===== config.mk =====
export PLATFORM = sky130hd
export DESIGN_NAME = jbcont_pred
export DESIGN_NICKNAME = d
export VERILOG_FILES = /design/src/rtl/jb_pkg.sv /design/src/rtl/jbcont_pred_pht.sv /design/src/rtl/jbcont_pred.sv
export SDC_FILE = /design/constraint.sdc
export NUM_CORES = 1
export LEC_CHECK = 0
export CORE_MARGIN = 2
export CORE_UTILIZATION = 58
export DETAILED_ROUTE_END_ITERATION = 7
export DONT_BUFFER_PORTS = 1
export PLACE_DENSITY_LB_ADDON = 0.05
export SETUP_SLACK_MARGIN = 0.02
export SLEW_MARGIN = 10
export SYNTH_ARGS = -nofsm -noshare
export SYNTH_HDL_FRONTEND = slang
export SYNTH_HIERARCHICAL = 1
export SYNTH_SLANG_ARGS = --single-unit

===== constraint.sdc =====
create_clock -name clk -period 2 [get_ports clk]
set_clock_uncertainty 0.15 [all_clocks]
set_input_delay 0.1 -clock clk [delete_from_list [all_inputs] [get_ports clk]]
set_output_delay 0.1 -clock clk [all_outputs]
set_load 0.05 [all_outputs]

===== src/rtl/jb_pkg.sv =====
// Shared definitions for the jump/branch control: op encodings, PC-mux
// select encodings and the 2-bit saturating prediction counter.
package jb_pkg;

  // Jump/branch op, encoded {bj2,bj1,bj0}
  typedef enum logic [2:0] {
    BJ_NONE  = 3'b000,
    BJ_BEQZ  = 3'b001,
    BJ_BNEZ  = 3'b010,
    BJ_JSPAL = 3'b011,
    BJ_BALRZ = 3'b100,
    BJ_BLTZ  = 3'b101,
    BJ_BGEZ  = 3'b110,
    BJ_J     = 3'b111
  } bj_op_e;

  // PC mux select encodings
  localparam logic [1:0] PC_SEQ = 2'b00;  // ex_pc + 4
  localparam logic [1:0] PC_REL = 2'b01;  // PC-relative target
  localparam logic [1:0] PC_ABS = 2'b10;  // absolute jump target
  localparam logic [1:0] PC_REG = 2'b11;  // register target

  // 2-bit saturating prediction counter; MSB is the taken prediction
  typedef logic [1:0] ctr_t;

  // One training step: count up on taken, down on not-taken, clamp at 11/00
  function automatic ctr_t ctr_step(input ctr_t c, input logic taken);
    ctr_t n;
    n = c;
    if (taken) begin
      if (c != 2'b11) n = c + 2'b01;
    end else begin
      if (c != 2'b00) n = c - 2'b01;
    end
    return n;
  endfunction

endpackage


===== src/rtl/jbcont_pred_pht.sv =====
// Pattern history table: DEPTH x 2-bit counters, one combinational read
// port for fetch and one training write port for execute. The write port
// takes the resolved direction and applies the saturating step internally,
// so the read port always returns the pre-update value (no bypass).
module pht
  import jb_pkg::*;
#(
  parameter int         IDX_W    = 4,
  parameter logic [1:0] INIT_CTR = 2'b01
) (
  input  logic             clk,
  input  logic             reset,
  input  logic [IDX_W-1:0] raddr,
  output logic [1:0]       rdata,
  input  logic             we,
  input  logic [IDX_W-1:0] waddr,
  input  logic             wtaken
);

  localparam int DEPTH = 1 << IDX_W;

  ctr_t mem [DEPTH];

  assign rdata = mem[raddr];

  // Reset every entry to INIT_CTR; otherwise train the addressed counter
  always_ff @(posedge clk) begin
    if (reset) begin
      for (int i = 0; i < DEPTH; i++) begin
        mem[i] <= INIT_CTR;
      end
    end else if (we) begin
      mem[waddr] <= ctr_step(mem[waddr], wtaken);
    end
  end

endmodule


===== src/rtl/jbcont_pred.sv =====
// Jump/branch control with 2-bit dynamic prediction for the pipelined
// datapath. Fetch reads a prediction from the PHT; execute resolves the
// op from zout/nout, drives the PC mux, link writes and flush, and trains
// the PHT plus the saturating statistics counters.
//
// Qualification: the execute inputs are acted on only when ex_valid=1 and
// ex_stall=0 ("act"). A stalled instruction keeps its inputs stable and is
// resolved in its first unstalled cycle; all outputs are 0 while act=0.
module jbcont_pred
  import jb_pkg::*;
#(
  parameter int         IDX_W    = 4,
  parameter int         CNT_W    = 16,
  parameter logic [1:0] INIT_CTR = 2'b01
) (
  input  logic             clk,
  input  logic             reset,
  input  logic [31:0]      f_pc,
  output logic             f_pred_taken,
  input  logic             ex_valid,
  input  logic             ex_stall,
  input  logic [31:0]      ex_pc,
  input  logic [2:0]       ex_bj,
  input  logic             ex_pred_taken,
  input  logic             zout,
  input  logic             nout,
  output logic [1:0]       pcsrc,
  output logic             flush,
  output logic             jspal,
  output logic             balrzwrite,
  output logic [CNT_W-1:0] br_count,
  output logic [CNT_W-1:0] mp_count
);

  localparam logic [CNT_W-1:0] CNT_ONE = {{(CNT_W-1){1'b0}}, 1'b1};
  localparam logic [CNT_W-1:0] CNT_MAX = {CNT_W{1'b1}};

  bj_op_e     op;
  logic       act;
  logic       is_pred;   // conditional branch that uses/trains the PHT
  logic       taken;
  logic       upd;
  logic [1:0] f_ctr;

  assign op  = bj_op_e'(ex_bj);
  assign act = ex_valid & ~ex_stall;
  assign upd = act & is_pred;

  // Resolve the execute-stage op into taken, flush and the PC mux select
  always_comb begin
    is_pred    = 1'b0;
    taken      = 1'b0;
    flush      = 1'b0;
    pcsrc      = PC_SEQ;
    jspal      = 1'b0;
    balrzwrite = 1'b0;
    if (act) begin
      unique case (op)
        BJ_BEQZ: begin is_pred = 1'b1; taken = zout;  end
        BJ_BNEZ: begin is_pred = 1'b1; taken = ~zout; end
        BJ_BLTZ: begin is_pred = 1'b1; taken = nout;  end
        BJ_BGEZ: begin is_pred = 1'b1; taken = ~nout; end
        BJ_JSPAL: begin
          taken = 1'b1;
          jspal = 1'b1;
          flush = 1'b1;
          pcsrc = PC_REG;
        end
        BJ_BALRZ: begin
          taken      = zout;
          balrzwrite = zout;
          flush      = zout;
          pcsrc      = zout ? PC_REG : PC_SEQ;
        end
        BJ_J: begin
          taken = 1'b1;
          flush = 1'b1;
          pcsrc = PC_ABS;
        end
        default: begin end  // BJ_NONE
      endcase
      // Predicted branches redirect only when the guess was wrong
      if (is_pred) begin
        flush = (taken != ex_pred_taken);
        pcsrc = taken ? PC_REL : PC_SEQ;
      end
    end
  end

  pht #(
    .IDX_W    (IDX_W),
    .INIT_CTR (INIT_CTR)
  ) u_pht (
    .clk    (clk),
    .reset  (reset),
    .raddr  (f_pc[IDX_W+1:2]),
    .rdata  (f_ctr),
    .we     (upd),
    .waddr  (ex_pc[IDX_W+1:2]),
    .wtaken (taken)
  );

  assign f_pred_taken = f_ctr[1];

  // Count resolved and mispredicted conditional branches, holding at all-ones
  always_ff @(posedge clk) begin
    if (reset) begin
      br_count <= '0;
      mp_count <= '0;
    end else if (upd) begin
      if (br_count != CNT_MAX) br_count <= br_count + CNT_ONE;
      if (flush && (mp_count != CNT_MAX)) mp_count <= mp_count + CNT_ONE;
    end
  end

endmodule


==> results of run 1 <==
-- per-layer routing --
metal | up-vias | GRT usage [%]
li1 | 1475 | -
met1 | 1463 | 32.9
met2 | 125 | 44.4
met3 | 17 | 6.36
met4 | 0 | 12.4
met5 | - | 0
-- stage by stage --
stage               cells  setup WS [ns]  hold WS, ns  power (W)
floorplan             362         -0.101        0.170    0.00164
global placement      468        -0.0989       0.0159    0.00165
detailed placement    468         -0.162       0.0199    0.00166
CTS                   492         -0.235       0.0293    0.00279
global route          496         -0.270     -0.00111    0.00290
finish                496         -0.236     -0.00366    0.00280
-- power groups by stage --
stage               clock, W  sequential, W  combinational [W]
finish               0.00109        0.00139           0.000320
global route         0.00117        0.00139           0.000338
CTS                  0.00110        0.00139           0.000300
detailed placement         0        0.00142           0.000237
global placement           0        0.00142           0.000232
floorplan                  0        0.00143           0.000217
-- worst max-delay path by stage --
stage | start | endpoint | depth (start not counted)
finish | u_pht/mem[13][1] | f_pred_taken | 3
global route | u_pht/mem[13][1] | f_pred_taken | 3
CTS | u_pht/mem[13][1] | f_pred_taken | 3
detailed placement | u_pht/mem[2][1] | u_pht/mem[14][0] | 5
global placement | u_pht/mem[2][1] | u_pht/mem[0][0] | 5
floorplan | mp_count[1] | mp_count[9] | 7
-- final cells by class --
cell class / instances / area [µm²] / area share (%)
multi-input cells: 272 / 2160 / 46.5
flip-flops and latches: 64 / 1650 / 35.5
repair buffers: 64 / 536 / 11.5
clock buffers: 10 / 128 / 2.75
well taps: 75 / 93.8 / 2.02
clock inverters: 6 / 60.1 / 1.29
inverters: 5 / 21.3 / 0.458
-- repair_timing --
action	CTS	global route
pin swaps	14	15
setup endpoints to repair	35	53
cloned	2	1
setup buffers	0	2
hold endpoints to repair	83	3
hold buffers	6	1
gates resized for setup	17	38
-- flip-flops by register name (all words and copies together) (netlist names) --
register,flops
u_pht/mem,32
br_count,16
mp_count,16
-- worst max-delay path, delay by kind of cell (launching register included) --
| kind | cells | cell delay (ns) |
|---|---|---|
| buffers and inverters | 1 | 0.15 |
| flip-flops | 1 | 0.40 |
| multiplexers | 2 | 1.09 |
==> impl_metrics.toml, run 1 <==
[setup_path]
cpPeakStageDelay_ns = 0.65
arrival_ns = 1.99
cp-start-kind = "flip-flop"
crit_slowest_cell = "mux4_2"
cp.required_ns = 1.75
timing.rr.end = "u_pht/mem[12][0]"
r2r-start = "u_pht/mem[2][1]"
crit_top_cell = "mux4_2"
cp_cell_sequence = "buf_4 -> mux4_2 -> mux4_2"
critPathKind = "reg2out"
rrSetupSlack_ns = -0.14
r2r_cells = 5
critPathMaxFanout = 2
cp-end-kind = "output pin"

[worst_hold_path]
worst_hold_path_type = "in2reg"
hold_path_end = "u_pht/mem[7][1]"
whs_path_depth = 2
min_from = "ex_pc[2]"

[status]
violations = "negative hold slack, negative setup slack"
status = "finished, violations left"

[power]
p_leak_nw = 1.54
clock_power_share_pct = 38.9
peakVddDrop_mv = 0.410
switching_power_w = 0.000727
p_comb_share_pct = 11.4
p_int_w = 0.00207
power.share.switching_pct = 26.0
powerDensity_nw_per_um2 = 604
seq_power_share_pct = 49.6

[timing]
hold_violations = 1
drv_slew = 0
setup_violations = 40
min_period_ns = 2.24
min_period_over_period_pct = 112
worst_pin_slew_ns = 0.535
hold_ws_ns = -0.00366
slew_headroom_pct = 64.6
setup_ws_ns = -0.236
tns_ns = -3.25
rsz0062_at_grt = "yes"
fmax_mhz = 447

[synthesis]
syn_nets = 438
synth_area_um2 = 3640
yosys_warnings = 6
syn_inst = 362
syn_area_per_cell_um2 = 10.1

[clocking]
clk_pin_slew_ns = 0.08
cts.root.buffer_cell = "clkbuf_8"
clock_path_buffers = 2
insertion_delay_ns = 0.35
numCtsBuffers = 9
htree_levels = 3
cts_tree = "yes"
clock_sinks = 64

[layout]
fin_nets = 492
num_antenna_cells = 0
utilization_pct = 77.5
drive_above_1_share_pct = 40.6
stdcell_area_um2 = 4640
nFillCells = 408
final_common_cell = "buf_4"
layout_common_cells = "buf_4 (52), edfxtp_1 (32), nand2_1 (28)"
area_growth_pct = 27.4

[routing]
vias = 3080
m1WireLength_um = 3670
drtPass1Iterations = 4
drc = 0
top_layer = "met4"
antenna_left = 0
wl_met2_um = 4710
wl_um = 9290
wl_per_cell_um = 18.7
routed-wl-met3_um = 703
vias_per_cell = 6.21
drt_iter0_drc = 199

[floorplan]
die_area_um2 = 6930
pin_count = 112
fp.coreArea_um2 = 5990
num_rows = 28
start_util_pct = 60.8
die_y_um = 83.3
die_w_um = 83.3

[placement]
placed_area_um2 = 4100
numPortBuffers = 0
place_congestion = 0.809
dp_hpwl_um = 5860

[grt]
grt_use_total_pct = 26.7
grt_overflow = 0
grt_pass1_vias = 3047
grt_pass1_wl_um = 14800
grt_max_degree = 53
antenna_found_initial = 0

[job]
maxCapViolations = 0
Power figures use the tool's default switching activity.
==> run 2: changes to the inputs <==
--- a/config.mk
+++ b/config.mk
@@ -6,7 +6,8 @@
 export NUM_CORES = 1
 export LEC_CHECK = 0
 export CORE_MARGIN = 2
-export CORE_UTILIZATION = 58
+export CORE_UTILIZATION = 65
+export CTS_BUF_LIST = sky130_fd_sc_hd__clkbuf_4
 export DETAILED_ROUTE_END_ITERATION = 7
 export DONT_BUFFER_PORTS = 1
 export PLACE_DENSITY_LB_ADDON = 0.05
==> constraint.sdc (replaced) <==
create_clock -name clk -period 2.9 [get_ports clk]
set_clock_uncertainty 0.15 [all_clocks]
set_input_delay 0.145 -clock clk [delete_from_list [all_inputs] [get_ports clk]]
set_output_delay 0.145 -clock clk [all_outputs]
set_load 0.05 [all_outputs]
==> run 2 against run 1 <==
Compared with the run above: the run now ends clean; design area down 12%; via count is 3.0% lower; combinational power decreased by 42%; register-to-register slack better by 0.33 ns; sequential share of layout area is 3.9 points higher; die area down 10%; sequential cell count unchanged; utilization is 3.2 points lower; sequential power is 31% lower; critical path type is now in2reg.
==> impl_metrics.toml, run 2 (synthesis gave the netlist of run 1 again) <==
[status]
status = "finished, final reports clean"

[layout]
final_common_cell = "buf_4"
regMostFlops = "u_pht/mem"
layout_common_cells = "buf_4 (34), nand2_1 (32), dfxtp_1 (32), edfxtp_1 (32), nor2_1 (31)"
area_growth_pct = 11.5
largestRegisters = "u_pht/mem x32, br_count x16, mp_count x16"
largest_reg_flops = 32
drive_above_1_share_pct = 17.6
num_antenna_cells = 0
fin_nets = 468

[power]
seq_power_share_pct = 55.7
clock_power_share_pct = 33.4
p_int_w = 0.00129
peakVddDrop_mv = 0.307
powerDensity_nw_per_um2 = 425
p_leak_nw = 1.34
switching_power_w = 0.000437
total_power_w = 0.00173
power.share.switching_pct = 25.3
p_comb_share_pct = 10.8

[timing]
setup_ws_ns = 0.155
min_period_ns = 2.74
drv_slew = 0
setup_violations = 0
hold_violations = 0
min_period_over_period_pct = 94.6
slew_headroom_pct = 41.3
tns_ns = 0
fmax_mhz = 364
rsz0062_at_grt = "no"
worst_pin_slew_ns = 0.877
hold_ws_ns = 0.0289

[placement]
place_congestion = 0.850
dp_hpwl_um = 5470
numPortBuffers = 0
post-place-ws_ns = 0.640

[setup_path]
critPathMaxFanout = 10
r2r_cells = 6
timing.rr.end = "u_pht/mem[14][0]"
cp-end-kind = "flip-flop"
critPathKind = "in2reg"
r2r-start = "u_pht/mem[1][1]"
cpPeakStageDelay_ns = 0.78
rrSetupSlack_ns = 0.19
cp_cell_sequence = "dlygate4sd3_1 -> nor2b_1 -> a22oi_1 -> and3_1 -> maj3_4 -> nand4_1 -> dlygate4sd3_1"
cp.required_ns = 3.04
crit_top_cell = "dlygate4sd3_1"
arrival_ns = 2.88
crit_slowest_cell = "dlygate4sd3_1"
cp-start-kind = "input pin"

[routing]
vias = 2989
antenna_left = 0
drtPass1Iterations = 4
wl_per_cell_um = 17.5
wl_um = 8220
drc = 0
vias_per_cell = 6.37
drt_iter0_drc = 212

[grt]
grt_use_total_pct = 27.4
use_met3_pct = 5.45
grt_pass1_wl_um = 13400
antenna_found_initial = 0
grt_max_degree = 53
grt_pass1_vias = 2859
busiest_layer = "met2"
use_met1_pct = 34.3
grt_overflow = 0
grt.met2_usage_pct = 46.5

[floorplan]
die_y_um = 78.9
die_w_um = 78.9
start_util_pct = 66.6
fp.coreArea_um2 = 5470
die_area_um2 = 6220
num_rows = 27
pin_count = 112

[clocking]
clk_pin_slew_ns = 0.11
cts.root.buffer_cell = "clkbuf_4"
htree_levels = 3
clock_sinks = 64
cts_tree = "yes"
clock_path_buffers = 2
numCtsBuffers = 9
insertion_delay_ns = 0.42

[worst_hold_path]
min_from = "ex_pc[3]"
worst_hold_path_type = "in2reg"
whs_path_depth = 2
hold_path_end = "u_pht/mem[7][1]"

[job]
maxCapViolations = 0
## run 2: cell count changes in the layout (fill, tap and decap cells not counted), sizes merged
| cell | change |
|---|---|
| clkinv | +2 |
| dlygate4sd3 | +1 |
| clkinvlp | -2 |
| buf | -23 |
| maj3 | -2 |
## run 2: metal layers
layer,part of all wire [%],up-vias
met1,42,1453
met2,50,104
met3,5.8,12
met5,0,-
met4,1.5,0
li1,-,1420
## run 2: power groups by stage
stage / clock (W) / combinational, W / sequential [W]
after floorplan: 0 / 0.000146 / 0.000990
after global placement: 0 / 0.000148 / 0.000983
after detailed placement: 0 / 0.000153 / 0.000984
after CTS: 0.000583 / 0.000178 / 0.000963
after global routing: 0.000619 / 0.000196 / 0.000964
final: 0.000578 / 0.000187 / 0.000963
## run 2: timing repair
item	CTS	global route
setup buffers	0	3
hold endpoints to repair	92	0
hold buffers	8	0
endpoints found under the setup margin	0	1
gates resized for setup	0	0
## run 2: worst max path at each step
stage	start	to	cells past startpoint
floorplan	mp_count[0]	mp_count[9]	7
global placement	mp_count[11]	mp_count[7]	6
detailed placement	mp_count[11]	mp_count[7]	6
CTS	u_pht/mem[1][1]	u_pht/mem[14][0]	6
global route	br_count[11]	br_count[5]	6
finish	ex_pc[4]	u_pht/mem[14][0]	7
## run 2: critical path: cells and delay by family
family                     cells  cell delay (ns)
buffers and inverters          2             1.32
and+or+nand+nor                3             0.89
adders and majority gates      1             0.38
AOI/OAI and AO/OA              1             0.15
## run 2: area by class of cell
| cell class | instances | area (µm²) |
|---|---|---|
| Clock inverter | 6 | 50.0 |
| Tap cell | 72 | 90.1 |
| Sequential cell | 64 | 1600 |
| Multi-Input combinational cell | 270 | 1880 |
| Fill cell | 433 | 1410 |
| Timing Repair Buffer | 42 | 345 |
| Clock buffer | 10 | 75.1 |
| Inverter | 5 | 18.8 |
## run 2: per-stage QoR
stage / utilization, % / instances / area (µm²)
6_report: 74.2 / 469 / 4060
5_1_grt: 74.2 / 469 / 4060
4_1_cts: 73.8 / 466 / 4040
3_5_place_dp: 69.9 / 442 / 3820
3_3_place_gp: 69.9 / 442 / 3820
2_1_floorplan: - / 362 / 3640
==> run 3: changes to the inputs <==
--- a/config.mk
+++ b/config.mk
@@ -10,8 +10,8 @@
 export CTS_BUF_LIST = sky130_fd_sc_hd__clkbuf_4
 export DETAILED_ROUTE_END_ITERATION = 7
 export DONT_BUFFER_PORTS = 1
-export PLACE_DENSITY_LB_ADDON = 0.05
-export SETUP_SLACK_MARGIN = 0.02
+export PLACE_DENSITY = 0.77
+export SETUP_SLACK_MARGIN = 0.2
 export SLEW_MARGIN = 10
 export SYNTH_ARGS = -nofsm -noshare
 export SYNTH_HDL_FRONTEND = slang
==> run 3 against run 2 <==
Compared with the run above: design area down 1.0%; combinational power down 4%; cell count down 1.1%; clock power down 2%; setup slack better by 0.33 ns; non-clock buffer count down 5; sequential power about the same.
==> impl_metrics.toml, run 3 (synthesis gave the netlist of run 1 again) <==
[layout]
nFillCells = 422
num_antenna_cells = 0
layout_common_cells = "nand2_1 (32), dfxtp_1 (32), edfxtp_1 (32)"
largest_reg_flops = 32
multi_input_area_um2 = 1880
drive_above_1_share_pct = 17.1
stdcell_count = 464
largestRegisters = "u_pht/mem x32, br_count x16, mp_count x16"
regArea_um2 = 1600
regMostFlops = "u_pht/mem"
area_growth_pct = 10.3
fin_nets = 463

[grt]
grt_use_total_pct = 27.0
grt_pass1_wl_um = 12900
grt_max_degree = 53
antenna_found_initial = 0
grt_pass1_vias = 2800
grt_overflow = 0

[timing]
min_period_ns = 2.42
hold_ws_ns = 0.0426
setup_violations = 0
rsz0062_at_grt = "no"
hold_violations = 0
drv_slew = 0
tns_ns = 0
slew_headroom_pct = 41.8
worst_pin_slew_ns = 0.869
fmax_mhz = 414
min_period_over_period_pct = 83.3

[floorplan]
start_util_pct = 66.6
die_y_um = 78.9
num_rows = 27
fp.coreArea_um2 = 5470
die_area_um2 = 6220
die_w_um = 78.9
pin_count = 112

[worst_hold_path]
min_from = "ex_pc[2]"
hold_path_end = "u_pht/mem[7][0]"
whs_path_depth = 3
worst_hold_path_type = "in2reg"

[clocking]
cts_tree = "yes"
clock_path_buffers = 2
clk_pin_slew_ns = 0.10
cts.root.buffer_cell = "clkbuf_4"
ctsResizeCount = 0
clock_sinks = 64
htree_levels = 3
insertion_delay_ns = 0.40
numCtsBuffers = 9

[routing]
drtPass1Iterations = 5
wl_um = 7980
antenna_left = 0
drt_iter0_drc = 211
vias = 2967
drc = 0
vias_per_cell = 6.39
wl_per_cell_um = 17.2

[setup_path]
cp-start-kind = "input pin"
path_delay_family = "simple AND/OR/NAND/NOR gates"
cp.required_ns = 2.99
critPathKind = "in2reg"
rrSetupSlack_ns = 0.55
cp_cell_sequence = "dlygate4sd3_1 -> nor2b_1 -> a22oi_1 -> and3_1 -> maj3_4 -> nor3b_1"
critPathMaxFanout = 16
r2r-start = "u_pht/mem[1][1]"
arrival_ns = 2.51
r2r_cells = 5
timing.rr.end = "u_pht/mem[12][0]"
cp-end-kind = "flip-flop"
cpPeakStageDelay_ns = 0.77
crit_slowest_cell = "dlygate4sd3_1"
path_buf_inv = 1

[power]
total_power_w = 0.00171
peakVddDrop_mv = 0.315
powerDensity_nw_per_um2 = 426
p_leak_nw = 1.32

[status]
status = "finished, final reports clean"

[placement]
placed_cells = 442
numPortBuffers = 0
place_congestion = 0.859
dp_hpwl_um = 5330

[job]
maxCapViolations = 0
-- run 3: routing by layer --
| metal | wire (µm) | GRT usage, % | part of all wire [%] |
|---|---|---|---|
| met3 | 463 | 6.14 | 5.8 |
| met2 | 3980 | 44.5 | 50 |
| met5 | 0 | 0 | 0 |
| met4 | 250 | 14.5 | 3.1 |
| met1 | 3290 | 33.0 | 41 |
-- run 3: area by class of cell --
| class | count | area share (%) |
|---|---|---|
| Timing Repair Buffer | 37 | 7.53 |
| Sequential cell | 64 | 39.8 |
| Multi-Input combinational cell | 270 | 46.8 |
| Inverter | 5 | 0.467 |
| Clock inverter | 6 | 1.24 |
| Tap cell | 72 | 2.24 |
| Clock buffer | 10 | 1.87 |
-- run 3: what timing repair did --
item                      in CTS  in global routing
hold endpoints to repair      92                  0
hold buffers                   6                  0
buffers inserted               0                  0
-- run 3: how the worst max path moves through the flow --
stage | from | end | slack (ns) | depth (start not counted)
after floorplan | mp_count[0] | mp_count[9] | 0.38 | 7
after global placement | mp_count[0] | mp_count[7] | 0.65 | 7
after detailed placement | ex_bj[0] | u_pht/mem[2][0] | 0.57 | 8
after CTS | ex_pc[4] | u_pht/mem[12][1] | 0.55 | 6
after global routing | ex_pc[4] | u_pht/mem[14][1] | 0.43 | 6
final | ex_pc[4] | u_pht/mem[12][1] | 0.48 | 6
-- run 3: where the power goes --
group | total, W | internal, W | leakage [nW] | switching [W]
sequential | 0.000964 | 0.000958 | 0.535 | 0.00000614
combinational | 0.000180 | 0.0000682 | 0.717 | 0.000112
clock | 0.000569 | 0.000260 | 0.0703 | 0.000308
-- run 3: stage by stage --
stage	instance area, µm²	worst slack (ns)	utilization [%]
detailed placement	3820	0.569	69.9
CTS	4020	0.545	73.5
floorplan	3640	0.383	-
finish	4020	0.485	73.5
global route	4020	0.426	73.5
global placement	3820	0.650	69.9
-- run 3: tightest hold or removal path: stages --
cell,delay (ns)
nand3_1,0.22
nor2_1,0.08
nand2_1,0.05
